$ cat src/rtl/dispatch_scheduler.sv
// In-order dual-slot dispatch scheduler: routes decoded pairs to simple/complex/FP units.
// Optional stall counter enabled by defining DISPATCH_STALL_CNT_EN.
module dispatch_scheduler #(
  parameter int TAG_W = 6
) (
  input  logic             clk,
  input  logic             rst,
  input  logic             in_valid,
  output logic             in_ready,
  input  logic [1:0]       in_a_class,
  input  logic [1:0]       in_b_class,
  input  logic [TAG_W-1:0] in_a_tag,
  input  logic [TAG_W-1:0] in_b_tag,
  output logic             sx_valid,
  input  logic             sx_ready,
  output logic [TAG_W-1:0] sx_tag,
  output logic             cx_valid,
  input  logic             cx_ready,
  output logic [TAG_W-1:0] cx_tag,
  output logic             fp_valid,
  input  logic             fp_ready,
  output logic [TAG_W-1:0] fp_tag,
  output logic [15:0]      stall_cycles
);

  localparam logic [1:0] CLS_NOP = 2'b00;
  localparam logic [1:0] CLS_CX  = 2'b01;
  localparam logic [1:0] CLS_FP  = 2'b10;
  localparam logic [1:0] CLS_ANY = 2'b11;

  logic             pend_a_q, pend_b_q;
  logic [1:0]       a_cls_q, b_cls_q;
  logic [TAG_W-1:0] a_tag_q, b_tag_q;

  logic pa, pb;
  logic a_sx, a_cx, a_fp, a_issue;
  logic b_elig, b_sx, b_cx, b_fp, b_issue;
  logic capture;

  // Masking pending bits with rst keeps every output quiet during the reset cycle.
  assign pa = pend_a_q & ~rst;
  assign pb = pend_b_q & ~rst;

  always_comb begin
    a_sx    = pa & (a_cls_q == CLS_ANY);
    a_cx    = pa & (a_cls_q == CLS_CX);
    a_fp    = pa & (a_cls_q == CLS_FP);
    a_issue = (a_sx & sx_ready) | (a_cx & cx_ready) | (a_fp & fp_ready);

    b_elig  = pb & (~pa | a_issue);
    b_sx    = b_elig & (b_cls_q == CLS_ANY) & ~a_sx;
    b_cx    = b_elig & (((b_cls_q == CLS_ANY) & a_sx) | ((b_cls_q == CLS_CX) & ~a_cx));
    b_fp    = b_elig & (b_cls_q == CLS_FP) & ~a_fp;
    b_issue = (b_sx & sx_ready) | (b_cx & cx_ready) | (b_fp & fp_ready);

    in_ready = (~pa | a_issue) & (~pb | b_issue);
    capture  = in_valid & in_ready & ~rst;
  end

  always_comb begin
    sx_valid = a_sx | b_sx;
    cx_valid = a_cx | b_cx;
    fp_valid = a_fp | b_fp;
    sx_tag   = '0;
    cx_tag   = '0;
    fp_tag   = '0;
    if (a_sx)      sx_tag = a_tag_q;
    else if (b_sx) sx_tag = b_tag_q;
    if (a_cx)      cx_tag = a_tag_q;
    else if (b_cx) cx_tag = b_tag_q;
    if (a_fp)      fp_tag = a_tag_q;
    else if (b_fp) fp_tag = b_tag_q;
  end

  // Capture only happens when both slots are empty or emptying, so overwriting is safe.
  always_ff @(posedge clk) begin
    if (rst) begin
      pend_a_q <= 1'b0;
      pend_b_q <= 1'b0;
      a_cls_q  <= CLS_NOP;
      b_cls_q  <= CLS_NOP;
      a_tag_q  <= '0;
      b_tag_q  <= '0;
    end else if (capture) begin
      pend_a_q <= (in_a_class != CLS_NOP);
      pend_b_q <= (in_b_class != CLS_NOP);
      if (in_a_class != CLS_NOP) begin
        a_cls_q <= in_a_class;
        a_tag_q <= in_a_tag;
      end
      if (in_b_class != CLS_NOP) begin
        b_cls_q <= in_b_class;
        b_tag_q <= in_b_tag;
      end
    end else begin
      if (a_issue) pend_a_q <= 1'b0;
      if (b_issue) pend_b_q <= 1'b0;
    end
  end

`ifdef DISPATCH_STALL_CNT_EN
  logic        stalled;
  logic [15:0] stall_q;

  assign stalled = (pa | pb) & ~a_issue & ~b_issue;

  always_ff @(posedge clk) begin
    if (rst)
      stall_q <= '0;
    else if (stalled && stall_q != 16'hFFFF)
      stall_q <= stall_q + 16'd1;
  end

  assign stall_cycles = stall_q;
`else
  assign stall_cycles = '0;
`endif

endmodule

$ cat config.mk
export PLATFORM = sky130hd
export DESIGN_NAME = dispatch_scheduler
export DESIGN_NICKNAME = d
export VERILOG_FILES = /design/src/rtl/dispatch_scheduler.sv
export SDC_FILE = /design/constraint.sdc
export NUM_CORES = 1
export LEC_CHECK = 0
export CAP_MARGIN = 20
export CORE_UTILIZATION = 40
export DETAILED_ROUTE_END_ITERATION = 10
export GPL_ROUTABILITY_DRIVEN = 0
export PLACE_DENSITY = 0.89
export SYNTH_ARGS = -nofsm -noshare
export SYNTH_HDL_FRONTEND = slang
export SYNTH_SLANG_ARGS = --single-unit
export TNS_END_PERCENT = 10
$ cat constraint.sdc
create_clock -name clk -period 2.4 [get_ports clk]
set_input_delay 0.48 -clock clk [delete_from_list [all_inputs] [get_ports clk]]
set_output_delay 0.48 -clock clk [all_outputs]
set_load 0.02 [all_outputs]
* Word-level counts from Yosys, hierarchy flattened
Index checks and enable logic that the tools add are counted.
** Word-level totals
- Flip-flop bits (word level) :: 18
- Input bits :: 22
- Output and inout port bits :: 38
- Logic and storage cells :: 66
** Operators by class
- Eq/ne operators :: 6
- Muxes and demuxes :: 10
- Bitwise logic cells :: 38
- Reduce and logical (&&, ||, !) cells :: 6
** Operators with widths (count)
- 6-bit 2-to-1 mux :: 6
- 1-bit bitwise AND :: 22
- 1-bit bitwise OR :: 10
- 2-bit equality test (second input constant) :: 4
- 2-bit nonzero test :: 4
- 1-bit NOT :: 6
- 2-bit by 1-bit equality test with 1-bit output (second input constant) :: 2
- 1-bit 2-to-1 mux :: 4
- 2-bit AND reduction :: 2

* Logic depth before layout (Yosys ltp)
Gate-level depths: netlist of the first run.
- Depth after elaboration :: 18
- Gate-level depth with buffers :: 8
- Mapped depth without buffers :: 6

* Worst setup path after synthesis of the first run
Ideal clock, no wire load.
- Kind :: input to output
- Start point :: in rst
- End point :: out sx_tag[0]
- Data arrival time :: 1.689 ns
- Data required time :: 1.920 ns
- Path slack :: 0.231 ns
- Stages on the path :: 6
- Path buffers :: 1
- Path through :: and4bb_1 > buf_4 > and2_4 > o2111ai_1 > nor2_1 > a22o_1
** On the way
- Longest elaborated chain between the ends :: 12
- Elaborated cells between the ends (all ways) :: 19
- Classes of those cells :: mux (2); bitwise (17)
** RTL lines
- from (decl) :: line 7 : input logic rst,
- 1-bit NOT (*) :: line 41, 42
- 1-bit bitwise AND :: line 41 : assign pa = pend_a_q & ~rst;
- 1-bit bitwise AND (on tied branches) :: line 45, 46
- 1-bit bitwise AND :: line 48 : a_issue = (a_sx & sx_ready) | (a_cx & cx_ready) | (a_fp & fp_ready);
- 1-bit bitwise OR (2 in series) :: line 48
- 1-bit bitwise OR :: line 50 : b_elig = pb & (~pa | a_issue);
- 1-bit bitwise AND :: line 50
- 1-bit bitwise AND (2 in series) :: line 51 : b_sx = b_elig & (b_cls_q == CLS_ANY) & ~a_sx;
- 6-bit 2-to-1 mux :: line 68 : else if (b_sx) sx_tag = b_tag_q;
- 6-bit 2-to-1 mux (*) :: line 67 : if (a_sx) sx_tag = a_tag_q;
- to (decl) :: line 16 : output logic [TAG_W-1:0] sx_tag,
Mark *: on every way between the ends. The rest lies on a longest branch, timed or not.

* Worst setup path in the final report of the first run
- Start point :: in fp_ready
- End point :: out sx_tag[2]
** On the way
- Longest elaborated chain between the ends :: 8
** RTL lines
- from (decl) :: line 21 : input logic fp_ready,
- 1-bit bitwise AND :: line 48
- 1-bit bitwise OR :: line 48
- 1-bit bitwise OR :: line 50
- 1-bit bitwise AND :: line 50
- 1-bit bitwise AND (2 in series) :: line 51
- 6-bit 2-to-1 mux :: line 68
- 6-bit 2-to-1 mux :: line 67
Every way passes these cells.

==> results.ini, run 1 <==
[floorplan]
initial_utilization_pct=43.4
die_h_um=57.7
die_area_sq_um=3320
core_area_sq_um=2850
die_w_um=57.7
row_count=19
ios=60

[grt]
grt_pass1_vias=1204
grt.total_usage_pct=21.4
grt_first_pass_wirelength_um=5420
grt_max_degree=35
grt-ovfl-total=0
grt_antenna_before_repair=0

[pwr]
p_per_area_nw_per_um2=412
vdd_drop_max_mv=0.278
p_leak_nw=0.858

[routing]
drt_first_pass_iters=7
vias=1298
drt_iter0_markers=44
avgRoutedWirePerCell_um=14.7
route.detailed.drc=7
routed_via_density=5.41
drt_wl_total_um=3520
postRouteAntennaNets=0

[sta]
period_share_pct=99.5
period_minus_slack_ns=2.39
rsz0062_at_grt=true
fin_ws_ns=0.0119
setup_viol=0
fmax_mhz=419
slew_violations=0
hold_ws_ns=0.645
clock_skew_ns=0.00485
finalHoldViolations=0

[placement]
port_buffers=43
dp_cells=226
dp.final_hpwl_um=2580
pre_cts_ws_ns=-0.851

[worst_hold_path]
hold_depth=3
hold_end=a_tag_q[4]
hold_start=a_tag_q[4]
hold_path.class=flop to flop

[status]
violations=design-rule violations
status=finished with violations

[synthesis]
synthTopCellsByCount=nand2_1, a22o_1, buf_4, dfxtp_1
syn_inst=143
async_reset_ff_share_pct=0
ys_ff_latch=18
synthDistinctLibCells=33
avgSynthCellArea_sq_um=8.66
synth-seq-area-share_pct=29.1
syn_area_sq_um=1240
synth_most_common_cell=nand2_1
synth_edf_count=0
synth_top_cell_by_area=dfxtp_1
synth_ff_type=dfxtp_1
synth.top_cell.area_share_pct=29.1
ys_warn_count=0
synthTopCellsByArea=dfxtp_1, a22o_1, buf_4

[cts]
cts_buffers=3
cts_sinks=18
cts.reportedPaths.clkPinSlew_ns=0.10
clockRootBuffer=clkbuf_4
htreeDepth=1
worstSkewPairLatency_ns=0.30
clockBufferDepth=2
cts_hold_buf=0
cts_tree=yes

[critical_path]
critical_path_peak_fanout=3
rr_endpoint=b_cls_q[0]
cp-end-kind=output pin
cp_slowest_stage_delay_ns=0.50
worstSetupPathType=input port to output pin
cp.required_ns=1.92
crit_arrival_ns=1.91
reg2regPathDepth=10
startpoint=fp_ready
reg2reg_setup_slack_ns=0.21
worstPathCellList=clkdlybuf4s50_1 > and2_4 > o2111ai_2 > nor2_2 > buf_4 > a22o_1 > buf_6
slowest_stage=clkdlybuf4s50_1
reg2reg_from=a_cls_q[0]
startpoint_type=input port

[layout]
num_antenna_cells=0
drive_above_1_share_pct=34.9
final_cells=240
fin_nets=232
syn_to_final_growth_pct=50.7

[flow_run]
maxCapViolations=0

## kinds of logic after synthesis
group	Yosys count	synth area share, %
flip-flops	18	29.1
other	1	0.303
AND/OR/NAND/NOR	40	17.3
AO/OA/AOI/OAI	56	37.4
multiplexers	1	0.808
buffers and inverters	27	15.2
## state kept, by name, indices dropped and copies added, names as in the netlist
signal	count
b_tag_q	6
b_cls_q	2
pend_b_q	1
pend_a_q	1
a_tag_q	6
a_cls_q	2
## power by group
| group | leakage, nW | internal (mW) | switching [mW] |
|---|---|---|---|
| combinational | 0.687 | 0.110 | 0.107 |
| clock | 0.0210 | 0.0927 | 0.0957 |
| sequential | 0.149 | 0.326 | 0.0357 |
| total | 0.858 | 0.530 | 0.239 |
## per-stage QoR
step                setup TNS (ns)  util, %  power (mW)  cell area [sq um]
floorplan                        0        -       0.491               1290
global placement            -16.30     61.0       0.556               1740
detailed placement          -19.80     61.0       0.567               1740
CTS                         -0.107     63.6       0.759               1820
global route                -0.539     65.4       0.812               1870
finish                           0     65.4       0.768               1870
## worst max path at each step
stage                            to  depth (start not counted)
after floorplan           sx_tag[0]                          6
after global placement    sx_tag[3]                          7
after detailed placement  sx_tag[2]                          7
after CTS                 fp_tag[0]                          8
after global routing      fp_tag[5]                          7
final                     sx_tag[2]                          7
## cell type report
type,instances,area [sq um]
inverter,2,7.51
multi-input combinational,113,792
fill,232,986
timing repair buffer,72,626
sequential,18,367
tap,31,38.8
clock buffer,4,36.3
## critical path: cells and delay by family
kind,cells,cell delay [ns]
buffers and inverters,3,0.77
and+or+nand+nor,2,0.35
AOI/OAI and AO/OA,2,0.30
## layer usage
metal  routed length [um]  up-vias  share of wire, %  global-route usage [%]
met5                    0        -                 0                       0
met4                   63        0               1.8                    9.86
met3                  216        7               6.1                    4.02
met2                 1760       60                50                    38.5
met1                 1480      596                42                    24.6
li1                     -      635                 -                       -
## layout by cell type (no fill, tap or decap), drive strengths merged
cell,instances
and3,1
o221ai,1
clkbuf,6
clkdlybuf4s15,4
a21oi,12
conb,16
o2111a,1
o21ai,2
buf,45
nor2b,2
a22o,19
nand4b,1
and2,2
dlygate4sd2,3
and4b,2
dfxtp,18
inv,2
or2,4
a21boi,1
nand2,20
clkdlybuf4s50,18
o2111ai,1
nor3,1
a21o,2
mux2i,1
and4bb,1
a32o,4
a211oi,1
nor2,4
nand3b,1
nand2b,1
a31o,12
## what timing repair did
item	CTS	global route
setup buffers	8	2
setup endpoints to repair	26	19
hold endpoints to repair	0	0
pin swaps	4	5
resized for setup	100	15
Note: power is estimated with default switching activity, not from simulation.
==> run 2: changes to the inputs <==
- CTS_CLUSTER_DIAMETER: default -> 100
==> results of run 2 <==
No change in the layout: final DEF, timing and power equal those of run 1.
==> run 3: changes to the inputs <==
- SLEW_MARGIN: default -> 10
==> results of run 3 <==
No change in the layout: final DEF, timing and power equal those of run 1.
